[config.mk]
export PLATFORM = sky130hd
export DESIGN_NAME = traffic_phase_ctrl
export DESIGN_NICKNAME = d
export VERILOG_FILES = /design/src/rtl/traffic_pkg.sv /design/src/rtl/phase_timer.sv /design/src/rtl/traffic_phase_ctrl.sv
export SDC_FILE = /design/constraint.sdc
export NUM_CORES = 1
export LEC_CHECK = 0
export BUFFER_PORTS_ARGS = -buffer_cell sky130_fd_sc_hd__buf_2
export CORE_ASPECT_RATIO = 1.1
export CORE_MARGIN = 8
export CORE_UTILIZATION = 51
export DETAILED_ROUTE_END_ITERATION = 8
export GPL_TIMING_DRIVEN = 0
export PLACE_DENSITY_LB_ADDON = 0.3
export RECOVER_POWER = 50
export SLEW_MARGIN = 30
export SYNTH_ARGS = -nofsm -noshare
export SYNTH_HDL_FRONTEND = slang
export SYNTH_SLANG_ARGS = --single-unit
[constraint.sdc]
create_clock -name clock -period 5.13 [get_ports clock]
set_clock_uncertainty 0.1 [all_clocks]
set_input_delay 0.2565 -clock clock [delete_from_list [all_inputs] [get_ports clock]]
set_output_delay 0.2565 -clock clock [all_outputs]
set_load 0.01 [all_outputs]
[src/rtl/traffic_pkg.sv]
// Shared types for the intersection sequencer.
//   light_t      : signal head colour, 2-bit encoding driven onto the light ports
//   phase_t      : sequencer state, 3-bit encoding exposed on the phase port
//   light_pair_t : NS/EW head colours for one phase
//   light_decode : phase -> head colours (Moore output decode)
package traffic_pkg;

    typedef enum logic [1:0] {
        RED    = 2'd0,
        YELLOW = 2'd1,
        GREEN  = 2'd2
    } light_t;

    typedef enum logic [2:0] {
        NS_GREEN  = 3'd0,
        NS_YELLOW = 3'd1,
        RED_TO_EW = 3'd2,
        EW_GREEN  = 3'd3,
        EW_YELLOW = 3'd4,
        RED_TO_NS = 3'd5
    } phase_t;

    typedef struct packed {
        light_t ns;
        light_t ew;
    } light_pair_t;

    // Any phase that is not an explicit green/yellow shows red on both heads,
    // which also covers the clearance phases and the two unused codes.
    function automatic light_pair_t light_decode(input phase_t p);
        light_pair_t r;
        r.ns = RED;
        r.ew = RED;
        case (p)
            NS_GREEN:  r.ns = GREEN;
            NS_YELLOW: r.ns = YELLOW;
            EW_GREEN:  r.ew = GREEN;
            EW_YELLOW: r.ew = YELLOW;
            default:   ;
        endcase
        return r;
    endfunction

endpackage

[src/rtl/phase_timer.sv]
// Cycles-in-state counter for the intersection sequencer.
//   clock   : rising-edge clock
//   reset_n : asynchronous active-low reset, count -> 0
//   clear   : synchronous clear, takes priority over counting
//   count   : TW-bit count, saturates at all-ones
module phase_timer #(
    parameter int TW = 8
) (
    input  logic          clock,
    input  logic          reset_n,
    input  logic          clear,
    output logic [TW-1:0] count
);

    always_ff @(posedge clock or negedge reset_n) begin
        if (!reset_n) begin
            count <= '0;
        end else if (clear) begin
            count <= '0;
        end else if (count != '1) begin
            // Saturate so a long-held green never wraps back below the
            // minimum/maximum green thresholds.
            count <= count + 1'b1;
        end
    end

endmodule

[src/rtl/traffic_phase_ctrl.sv]
// Timed two-way intersection sequencer.
// Cycles NS green -> NS yellow -> all red -> EW green -> EW yellow -> all red,
// enforcing minimum/maximum green, yellow and all-red clearance times. Demand
// per direction is its car sensor OR its latched pedestrian request.
//   clock    : rising-edge clock
//   reset_n  : asynchronous active-low reset (-> NS_GREEN, timer 0, latches clear)
//   ns_car   : car present on north-south approach (level)
//   ew_car   : car present on east-west approach (level)
//   ns_ped   : pedestrian request along north-south (pulse or level)
//   ew_ped   : pedestrian request along east-west (pulse or level)
//   ns_light : NS head colour (0=RED, 1=YELLOW, 2=GREEN)
//   ew_light : EW head colour, same encoding
//   ns_walk  : NS walk, high throughout NS_GREEN
//   ew_walk  : EW walk, high throughout EW_GREEN
//   phase    : current state code, for debug and checking
module traffic_phase_ctrl
    import traffic_pkg::*;
#(
    parameter int TW        = 8,
    parameter int MIN_GREEN = 4,
    parameter int MAX_GREEN = 10,
    parameter int YELLOW    = 2,
    parameter int ALL_RED   = 1
) (
    input  logic       clock,
    input  logic       reset_n,
    input  logic       ns_car,
    input  logic       ew_car,
    input  logic       ns_ped,
    input  logic       ew_ped,
    output logic [1:0] ns_light,
    output logic [1:0] ew_light,
    output logic       ns_walk,
    output logic       ew_walk,
    output logic [2:0] phase
);

    // Timer thresholds: cycle n of a state sees timer = n-1, so a phase of
    // length L ends on the cycle where timer == L-1.
    localparam logic [TW-1:0] MIN_T   = TW'(MIN_GREEN - 1);
    localparam logic [TW-1:0] MAX_T   = TW'(MAX_GREEN - 1);
    localparam logic [TW-1:0] YEL_T   = TW'(YELLOW - 1);
    localparam logic [TW-1:0] CLEAR_T = TW'(ALL_RED - 1);

    phase_t          state;
    phase_t          state_next;
    logic [TW-1:0]   timer;
    logic            state_change;
    logic            ns_ped_q;
    logic            ew_ped_q;
    logic            ns_dem;
    logic            ew_dem;
    logic            enter_ns_green;
    logic            enter_ew_green;
    light_pair_t     lights;

    assign ns_dem = ns_car | ns_ped_q;
    assign ew_dem = ew_car | ew_ped_q;

    // ------------------------------------------------------------------
    // State register
    // ------------------------------------------------------------------
    always_ff @(posedge clock or negedge reset_n) begin
        if (!reset_n) begin
            state <= NS_GREEN;
        end else begin
            state <= state_next;
        end
    end

    // ------------------------------------------------------------------
    // Next-state logic
    // ------------------------------------------------------------------
    always_comb begin
        state_next = state;
        case (state)
            NS_GREEN: begin
                // Yield only after minimum green, and only to real conflicting
                // demand; own demand holds the green until maximum green.
                if (timer >= MIN_T && ew_dem && (!ns_dem || timer >= MAX_T)) begin
                    state_next = NS_YELLOW;
                end
            end
            NS_YELLOW: begin
                if (timer == YEL_T) begin
                    state_next = RED_TO_EW;
                end
            end
            RED_TO_EW: begin
                if (timer == CLEAR_T) begin
                    state_next = EW_GREEN;
                end
            end
            EW_GREEN: begin
                if (timer >= MIN_T && ns_dem && (!ew_dem || timer >= MAX_T)) begin
                    state_next = EW_YELLOW;
                end
            end
            EW_YELLOW: begin
                if (timer == YEL_T) begin
                    state_next = RED_TO_NS;
                end
            end
            RED_TO_NS: begin
                if (timer == CLEAR_T) begin
                    state_next = NS_GREEN;
                end
            end
            default: begin
                // Unused codes recover to a known green on the next edge.
                state_next = NS_GREEN;
            end
        endcase
    end

    assign state_change   = (state_next != state);
    assign enter_ns_green = state_change && (state_next == NS_GREEN);
    assign enter_ew_green = state_change && (state_next == EW_GREEN);

    // ------------------------------------------------------------------
    // Cycles-in-state timer
    // ------------------------------------------------------------------
    phase_timer #(
        .TW (TW)
    ) u_timer (
        .clock   (clock),
        .reset_n (reset_n),
        .clear   (state_change),
        .count   (timer)
    );

    // ------------------------------------------------------------------
    // Pedestrian request latches. A request during the direction's own
    // green is already being served and is dropped. Entering that green
    // clears the latch, and the clear wins over a same-cycle request.
    // ------------------------------------------------------------------
    always_ff @(posedge clock or negedge reset_n) begin
        if (!reset_n) begin
            ns_ped_q <= 1'b0;
            ew_ped_q <= 1'b0;
        end else begin
            if (enter_ns_green) begin
                ns_ped_q <= 1'b0;
            end else if (ns_ped && state != NS_GREEN) begin
                ns_ped_q <= 1'b1;
            end

            if (enter_ew_green) begin
                ew_ped_q <= 1'b0;
            end else if (ew_ped && state != EW_GREEN) begin
                ew_ped_q <= 1'b1;
            end
        end
    end

    // ------------------------------------------------------------------
    // Moore outputs: decoded from state only
    // ------------------------------------------------------------------
    assign lights   = light_decode(state);
    assign ns_light = lights.ns;
    assign ew_light = lights.ew;
    assign ns_walk  = (state == NS_GREEN);
    assign ew_walk  = (state == EW_GREEN);
    assign phase    = state;

endmodule
==> flow_summary.json, run 1 <==
{
  "final_util": 0.609,
  "clock-sinks": 13,
  "cp-startpoint": "u_timer.count[0]$_DFFE_PN0P_",
  "finalNetCount": 140,
  "switchingPower_uw": 300,
  "area.growth.synth_to_final_pct": 13.1,
  "die_h_um": 61.2,
  "path_max_fanout": 8,
  "hpwl_um": 1720,
  "clk_pin_slew_ps": 80,
  "tritoncts": "yes",
  "seqPwrFrac": 0.253,
  "combPwrFrac": 0.643,
  "synth-edff-count": 0,
  "numCtsBuffers": 3,
  "p_clk_frac": 0.105,
  "r2r_cells": 6,
  "cts.htree.levels": 1,
  "placed_area_um2": 1040,
  "cp.required_ps": 5220,
  "via_count": 926,
  "endpoint": "u_timer.count[3]$_DFFE_PN0P_",
  "final_common_cell": "dfrtp_1",
  "via_per_inst": 6.26,
  "reg2reg_to": "u_timer.count[3]$_DFFE_PN0P_",
  "rsz0062_at_grt": "no",
  "rr_startpoint": "u_timer.count[0]$_DFFE_PN0P_",
  "port-buffer-count": 14,
  "drive_gt1_frac": 0.169,
  "end_kind": "register",
  "switching_share": 0.494,
  "tightest_slew_ps": 695,
  "yosys_warnings": 0,
  "pwr_density_cell_nw_per_um2": 566,
  "crit_arrival_ps": 2300,
  "grt_overflow_total": 0,
  "finalSetupTns_ps": 0,
  "cp_slowest_stage_delay_ps": 440,
  "crit_family": "compound AO/OA/AOI/OAI gates",
  "layout_common_cells": "dfrtp_1, a31oi_1, buf_2",
  "ioPinCount": 15,
  "grt_pass1_wl_um": 3910,
  "setup_viol": 0,
  "async_flop_share": 1.00,
  "hold_violations": 0,
  "insertion_delay_ps": 280,
  "synth_nets": 120,
  "hold_class": "primary input to register",
  "syn_inst": 111,
  "slew_viol_final": 0,
  "avgRoutedWirePerCell_um": 14.9,
  "leakage_uw": 0.000447,
  "coreArea_um2": 1760,
  "ctsLongestPathBuffers": 2,
  "cp-start-kind": "register",
  "cts_resized": 0,
  "maxCapViolations": 0,
  "gp_congestion": 0.901,
  "totalWireLength_um": 2200,
  "worst-setup-path-type": "register to register",
  "outcome": "finished, final reports clean",
  "max-slew-margin-rel": 0.534,
  "internal_power_uw": 307,
  "crit_buf_inv": 1,
  "postRouteAntennaNets": 0,
  "ys_ff_latch": 13,
  "antenna-diode-count": 0,
  "dieArea_um2": 3500,
  "cp_slowest_cell": "or3b_1",
  "drc": 0,
  "antenna_found_initial": 0,
  "start_util": 0.538,
  "grt_max_degree": 14,
  "peakVddDrop_mv": 0.244,
  "syn_area_um2": 948,
  "track_usage": 0.139,
  "yosysSeqAreaShare": 0.343,
  "grt_pass1_vias": 887,
  "syn_area_per_cell_um2": 8.54,
  "drt_iter0_drc": 18,
  "reg2reg_slack_ps": 2920,
  "crit_chain": "inv_1, ha_1, or3b_1, a211oi_4, o21ai_2, a311oi_2",
  "root_buffer": "clkbuf_4",
  "firstDrtPassIters": 4,
  "stdcell_area_um2": 1070,
  "critical_path_cell_count": 6,
  "period_share": 0.430,
  "netlist-cell-type-count": 39,
  "period_minus_slack_ps": 2210,
  "die_w_um": 57.1,
  "timing.fmax_ghz": 0.453,
  "std_cell_rows": 16,
  "synth_ff_type": "dfrtp_1"
}
[power by group through the flow]
stage / Clock (µW) / Combinational [µW] / Sequential [µW]
final: 63.6 / 390 / 153
after detailed placement: 0 / 390 / 155
after CTS: 66.6 / 393 / 153
after global routing: 68.5 / 443 / 157
after global placement: 0 / 382 / 153
after floorplan: 0 / 292 / 156
[kinds of logic (layout without fill, tap and decap cells)]
group,count (synthesis),count (layout),synth area share
AOI/OAI and AO/OA,41,41,0.322
xor gates and xnor gates,1,1,0.00924
adders and majority gates,3,3,0.0396
buffers and inverters,15,34,0.0712
DFF,13,13,0.343
muxes,1,1,0.0106
and+or+nand+nor,37,37,0.205
[worst min-delay path, delay by kind of cell]
| kind | cells | cell delay, ps |
|---|---|---|
| AOI/OAI and AO/OA | 2 | 180 |
| buffers and inverters | 1 | 100 |
[how the worst min path moves through the flow]
stage / start / to / slack (ps) / cells after the start
floorplan: reset_n / ew_ped_q$_DFFE_PN0P_ / -140 / 0
global placement: reset_n / u_timer.count[4]$_DFFE_PN0P_ / 60 / 1
detailed placement: reset_n / u_timer.count[6]$_DFFE_PN0P_ / 60 / 1
CTS: ew_ped / ew_ped_q$_DFFE_PN0P_ / 200 / 3
global route: ew_ped / ew_ped_q$_DFFE_PN0P_ / 220 / 3
finish: ew_ped / ew_ped_q$_DFFE_PN0P_ / 200 / 3
[metrics by stage]
stage               setup WS (ps)  hold slack (ps)  total power, µW  cells
finish                       2920              203              607    148
global route                 2760              223              669    148
CTS                          2920              201              612    148
detailed placement           2940             63.9              545    143
global placement             3010             58.2              535    143
floorplan                    3010             -139              448    111
[flip-flops by register name, indices dropped and copies added, names as in the netlist]
signal and count:
ew_ped_q 1, u_timer.count 8, phase 3, ns_ped_q 1
[cell type report]
cell class	count	area, µm²
Multi-Input combinational cell	83	556
Sequential cell	13	325
Timing Repair Buffer	15	75.1
Fill cell	154	689
Inverter	9	33.8
Tap cell	18	22.5
Buffer	6	33.8
Clock buffer	4	26.3
[what timing repair did]
action / CTS / global route
endpoints found under the hold margin: 13 / 0
setup buffers: 0 / 0
hold buffers: 1 / 0
[Yosys cell counts, types with 3 or more instances]
library cell | instances | share of area
and3_1 | 3 | 0.020
nor2b_1 | 3 | 0.020
inv_1 | 9 | 0.036
o31ai_1 | 3 | 0.024
nand2_1 | 6 | 0.024
dfrtp_1 | 13 | 0.34
nor2_1 | 8 | 0.032
ha_1 | 3 | 0.040
o21ai_0 | 8 | 0.042
nand3_1 | 4 | 0.021
a31oi_1 | 10 | 0.066
clkbuf_1 | 4 | 0.016
nor3_1 | 5 | 0.026
a21oi_1 | 5 | 0.026
[per-layer routing]
layer  wire, µm  GRT usage
met3        160     0.0392
met4         74     0.0872
met1        969      0.163
met5          0          0
met2        999      0.222
No activity file was read; power rests on OpenSTA's default activity.
==> run 2, diff against run 1 <==
ABC_AREA = 1   (was not set)
CORE_UTILIZATION = 49   (was 51)
clock period = 2 ns   (was 5.13 ns; I/O delays follow)
==> flow_summary.json, run 2 <==
{
  "outcome": "finished, final reports clean",
  "pwr_density_cell_nw_per_um2": 1190,
  "area.growth.synth_to_final_pct": 14.2,
  "std_cell_rows": 16,
  "dieArea_um2": 3470,
  "grt_pass1_wl_um": 3550,
  "ioPinCount": 15,
  "grt_max_degree": 14,
  "yosysSeqAreaShare": 0.361,
  "cp-start-kind": "register",
  "timing.fmax_ghz": 0.544,
  "finalNetCount": 151,
  "synth-edff-count": 0,
  "switching_share": 0.489,
  "netlist-cell-type-count": 24,
  "max-slew-margin-rel": 0.511,
  "clk_pin_slew_ps": 80,
  "totalWireLength_um": 1880,
  "ys_ff_latch": 13,
  "drt_iter0_drc": 8,
  "start_util": 0.511,
  "worst-setup-path-type": "register to register",
  "synth_top_area_share": 0.361,
  "end_kind": "register",
  "track_usage": 0.126,
  "period_share": 0.919,
  "path_max_fanout": 8,
  "placed_area_um2": 993,
  "grt_overflow_total": 0,
  "drc": 0,
  "p_clk_frac": 0.137,
  "period_minus_slack_ps": 1840,
  "avgRoutedWirePerCell_um": 11.8,
  "antenna_found_initial": 0,
  "die_h_um": 61.0,
  "root_buffer": "clkbuf_4",
  "grt.met3_usage": 0.0356,
  "synthTopCellsByArea": "dfrtp_1, inv_1, nor2_2",
  "maxCapViolations": 0,
  "busiest_layer": "met2",
  "drive_gt1_frac": 0.277,
  "port-buffer-count": 14,
  "yosys_warnings": 0,
  "postRouteAntennaNets": 0,
  "switchingPower_uw": 598,
  "antenna-diode-count": 0,
  "peakVddDrop_mv": 0.492,
  "combPwrFrac": 0.554,
  "coreArea_um2": 1760,
  "synth_top_cell_by_area": "dfrtp_1",
  "ctsLongestPathBuffers": 2,
  "firstDrtPassIters": 3,
  "via_per_inst": 5.17,
  "internal_power_uw": 624,
  "syn_area_um2": 901,
  "layout_common_cells": "inv_1, nand2_1, nor2_1, dfrtp_1",
  "largest_reg_flops": 8,
  "cts.htree.levels": 1,
  "slew_viol_final": 0,
  "syn_inst": 122,
  "die_w_um": 56.9,
  "whs_ps": 51.3,
  "met1_usage": 0.132,
  "tightest_slew_ps": 733,
  "numCtsBuffers": 3,
  "stdcell_area_um2": 1030,
  "via_count": 822,
  "hpwl_um": 1470,
  "hold_violations": 0,
  "hold_class": "primary input to register",
  "final_util": 0.584,
  "largest_register": "u_timer.count",
  "clock-sinks": 13,
  "gp_congestion": 0.905,
  "crit_arrival_ps": 1950,
  "leakage_uw": 0.000509,
  "grt_pass1_vias": 877,
  "synth_nets": 131,
  "setup_viol": 0,
  "yosysMostFrequentCell": "inv_1",
  "async_flop_share": 1.00,
  "insertion_delay_ps": 280,
  "synth_ff_type": "dfrtp_1",
  "synth_commonest_cells": "inv_1, nand2_1, dfrtp_1, nor2_1",
  "seqPwrFrac": 0.309,
  "tritoncts": "yes",
  "use_met2": 0.223,
  "final_common_cell": "inv_1",
  "cp.required_ps": 2120,
  "syn_area_per_cell_um2": 7.38
}
-- run 2: area by class of cell --
type	count	area, µm²
tap	18	22.5
inverter	21	78.8
buffer	1	7.51
fill	185	733
sequential	13	325
timing repair buffer	15	75.1
multi-input combinational	87	493
clock buffer	4	26.3
-- run 2: kinds of logic (layout without fill, tap and decap cells) --
kind of cell	after synthesis	after routing	share of synthesized area
fa+ha+maj	3	3	0.0417
compound gates	16	16	0.0986
simple gates	67	67	0.393
buf+inv	22	41	0.0958
flops	13	13	0.361
xor+xnor	1	1	0.00972
-- run 2: worst paths after layout --
path	from	end	slack (ps)	depth (start not counted)
max reg2reg	u_timer.count[0]$_DFFE_PN0P_	u_timer.count[6]$_DFFE_PN0P_	160	12
min reg2reg	ew_ped_q$_DFFE_PN0P_	ew_ped_q$_DFFE_PN0P_	390	2
min	ew_ped	ew_ped_q$_DFFE_PN0P_	50	5
max in group asynchronous	reset_n	u_timer.count[6]$_DFFE_PN0P_	1060	2
max	u_timer.count[0]$_DFFE_PN0P_	u_timer.count[6]$_DFFE_PN0P_	160	12
min in group asynchronous	reset_n	ns_ped_q$_DFFE_PN0P_	280	2
-- run 2: metal layers --
layer / vias up / routed length, µm
li1: 425 / -
met4: 0 / 42
met3: 5 / 120
met2: 17 / 900
met1: 375 / 821
met5: - / 0
-- run 2: through the flow --
step | TNS, ps | std cells | setup slack [ps] | total power (µW)
floorplan | 0 | 122 | 355 | 875
global placement | 0 | 154 | 239 | 1030
detailed placement | 0 | 154 | 139 | 1060
CTS | 0 | 159 | 116 | 1230
global route | -6.41 | 159 | -6.41 | 1340
finish | 0 | 159 | 162 | 1220
-- run 2: critical path, cell delays in order (launching register included) --
cell	delay, ps
dfrtp_1	420
ha_1	250
inv_1	60
nand2_1	50
nor2_1	150
nor2_1	70
nand2_1	110
nand2_1	100
nand3_2	100
nand2_1	60
nand2_2	80
nand2_4	100
nor2_2	110
-- run 2: timing repair --
item,in CTS,in global routing
endpoints found under the hold margin,13,0
gates resized for setup,0,2
hold buffers,1,0
endpoints found under the setup margin,0,8
buffers inserted,0,0
-- run 2: power by group through the flow --
stage               Clock, µW  Sequential [µW]  Combinational, µW
floorplan                   0              380                495
global placement            0              378                655
detailed placement          0              383                679
CTS                       172              378                683
global route              178              392                767
finish                    167              378                676
==> run 3, diff against run 2 <==
SYNTH_HIERARCHICAL = 1   (was not set)
==> flow_summary.json, run 3 <==
{
  "outcome": "finished, final reports clean",
  "synth_ff_type": "dfrtp_1",
  "drc": 0,
  "gp_congestion": 0.878,
  "ys_ff_latch": 13,
  "largest_register": "u_timer/count",
  "leakage_uw": 0.000584,
  "track_usage": 0.123,
  "grt_pass1_wl_um": 3660,
  "ctsLongestPathBuffers": 2,
  "cp-start-kind": "register",
  "worst-setup-path-type": "register to register",
  "clk_pin_slew_ps": 80,
  "wl_met2_um": 989,
  "pwr_density_cell_nw_per_um2": 1150,
  "regArea_um2": 328,
  "synth_commonest_cells": "nand2_1, inv_1, nor2_1, dfrtp_1, nand3_1",
  "tightest_slew_ps": 745,
  "final_common_cell": "nand2_1",
  "crit_arrival_ps": 1980,
  "yosysMostFrequentCell": "nand2_1",
  "ioPinCount": 15,
  "placedCellCount": 178,
  "postRouteAntennaNets": 0,
  "n_fill_cell": 183,
  "firstDrtPassIters": 4,
  "synth_top_area_share": 0.336,
  "end_kind": "register",
  "stdcell_count": 185,
  "hpwl_um": 1580,
  "hold_violations": 0,
  "period_share": 0.935,
  "finalWorstSetupSlack_ps": 129,
  "peakVddDrop_mv": 0.654,
  "start_util": 0.500,
  "synth_top_cell_by_area": "dfrtp_1",
  "coreArea_um2": 1940,
  "tritoncts": "yes",
  "syn_inst": 136,
  "crit_family": "simple AND/OR/NAND/NOR gates",
  "wl_met1_um": 896,
  "finalNetCount": 165,
  "maxCapViolations": 0,
  "die_h_um": 62.6,
  "multi_input_area_um2": 553,
  "cts.htree.levels": 1,
  "cp_slowest_stage_delay_ps": 450,
  "grt_max_degree": 14,
  "period_minus_slack_ps": 1870,
  "netlist-cell-type-count": 25,
  "cp.required_ps": 2110,
  "place_ws_ps": -30.9,
  "syn_area_um2": 967,
  "via_count": 903,
  "yosysSeqAreaShare": 0.336,
  "root_buffer": "clkbuf_4",
  "crit_chain": "nor2_1, nand2_1, o21bai_1, nand2_1, nor2_2, nand3_2, nand2_2, nand3_2, clkinv_4, nand3_4, a21oi_2",
  "slew_viol_final": 0,
  "die_w_um": 58.4,
  "hold_class": "primary input to register",
  "yosys_warnings": 6,
  "drt_iter0_drc": 20,
  "path_max_fanout": 8,
  "setup_viol": 0,
  "largest_reg_flops": 8,
  "area.growth.synth_to_final_pct": 17.5,
  "numCtsBuffers": 3,
  "antenna_found_initial": 0,
  "timing.fmax_ghz": 0.535,
  "dieArea_um2": 3650,
  "totalWireLength_um": 2060,
  "crit_buf_inv": 1,
  "drive_gt1_frac": 0.338,
  "cp_slowest_cell": "dfrtp_2",
  "synthTopCellsByArea": "dfrtp_1, nand2_1, inv_1",
  "topRoutingLayerUsed": "met4",
  "rsz0062_at_grt": "no",
  "avgRoutedWirePerCell_um": 11.1,
  "max-slew-margin-rel": 0.503,
  "synth-edff-count": 0,
  "syn_area_per_cell_um2": 7.11,
  "insertion_delay_ps": 280,
  "dr_wl_met3_um": 123,
  "grt_pass1_vias": 925,
  "layout_common_cells": "nand2_1, inv_1, nor2_1",
  "via_per_inst": 4.88,
  "std_cell_rows": 17,
  "synth_nets": 143,
  "port-buffer-count": 14,
  "grt_overflow_total": 0,
  "clock-sinks": 13,
  "antenna-diode-count": 0,
  "async_flop_share": 1.00
}
[run 3: cell types whose count changed in the layout (fill, tap and decap cells not counted), moves of 3 or more]
| cell | delta |
|---|---|
| o21ai_0 | -6 |
| buf_4 | +3 |
| nand2_1 | +17 |
| nor3_1 | -3 |
| nand2_2 | +3 |
| o21bai_1 | +3 |
| o21ai_1 | -4 |
| nor2_4 | +3 |
[run 3: final cells by class]
class	count	share of cell area
Buffer	2	0.0132
Clock buffer	4	0.0231
Inverter	22	0.0782
Multi-Input combinational cell	99	0.487
Sequential cell	13	0.289
Tap cell	28	0.0308
Timing Repair Buffer	17	0.0793
[run 3: metal layers]
layer  vias to the layer above  global-route usage
li1                        463                   -
met4                         0              0.0828
met3                         7              0.0206
met1                       409               0.135
met5                         -                   0
met2                        24               0.207
[run 3: power by group]
| part | internal, µW | switching (µW) | total [µW] | leakage [µW] |
|---|---|---|---|---|
| registers | 320 | 70.7 | 391 | 0.000164 |
| clock network | 77.5 | 87.2 | 165 | 0.0000150 |
| logic | 270 | 482 | 752 | 0.000405 |
| total | 668 | 640 | 1310 | 0.000584 |
[run 3: logic make-up (layout without fill, tap and decap cells)]
kind of cell / Yosys count / in the layout / synth area share
and+or+nand+nor: 86 / 86 / 0.459
buffers and inverters: 24 / 45 / 0.102
DFF: 13 / 13 / 0.336
AOI/OAI and AO/OA: 12 / 12 / 0.0893
adders and majority gates: 1 / 1 / 0.0129
[run 3: worst paths after layout]
path,start,endpoint,slack (ps),depth (start not counted)
min,ns_ped,ns_ped_q$_DFFE_PN0P_,60,5
max in group asynchronous,reset_n,u_timer/count[1]$_DFFE_PN0P_,1000,2
max,u_timer/count[1]$_DFFE_PN0P_,u_timer/count[2]$_DFFE_PN0P_,130,11
min in group asynchronous,reset_n,u_timer/count[0]$_DFFE_PN0P_,290,2
max reg2reg,u_timer/count[1]$_DFFE_PN0P_,u_timer/count[2]$_DFFE_PN0P_,130,11
min reg2reg,ew_ped_q$_DFFE_PN0P_,ew_ped_q$_DFFE_PN0P_,400,2
[run 3: worst register-to-register path, stage by stage (launching register included)]
cell and delay [ps]:
dfrtp_2 450, nor2_1 160, nand2_1 90, o21bai_1 180, nand2_1 90, nor2_2 120, nand3_2 90, nand2_2 70
nand3_2 100, clkinv_4 110, nand3_4 130, a21oi_2 130
[run 3: metrics by stage]
step / util / hold slack (ps) / instance area (µm²) / setup TNS (ps) / total power [µW]
2_1_floorplan: - / -296 / 967 / 0 / 943
3_3_place_gp: 0.554 / -96.9 / 1070 / 0 / 1100
3_5_place_dp: 0.554 / -94.1 / 1070 / -68.2 / 1120
4_1_cts: 0.573 / 64.6 / 1110 / 0 / 1300
5_1_grt: 0.587 / 103 / 1140 / 0 / 1430
6_report: 0.587 / 63.5 / 1140 / 0 / 1310
[run 3: timing repair]
item,4_1_cts,5_1_grt
setup buffers,0,2
hold endpoints to repair,13,0
gates resized for setup,1,8
hold buffers,1,0
pin swaps,0,1
setup endpoints to repair,3,7
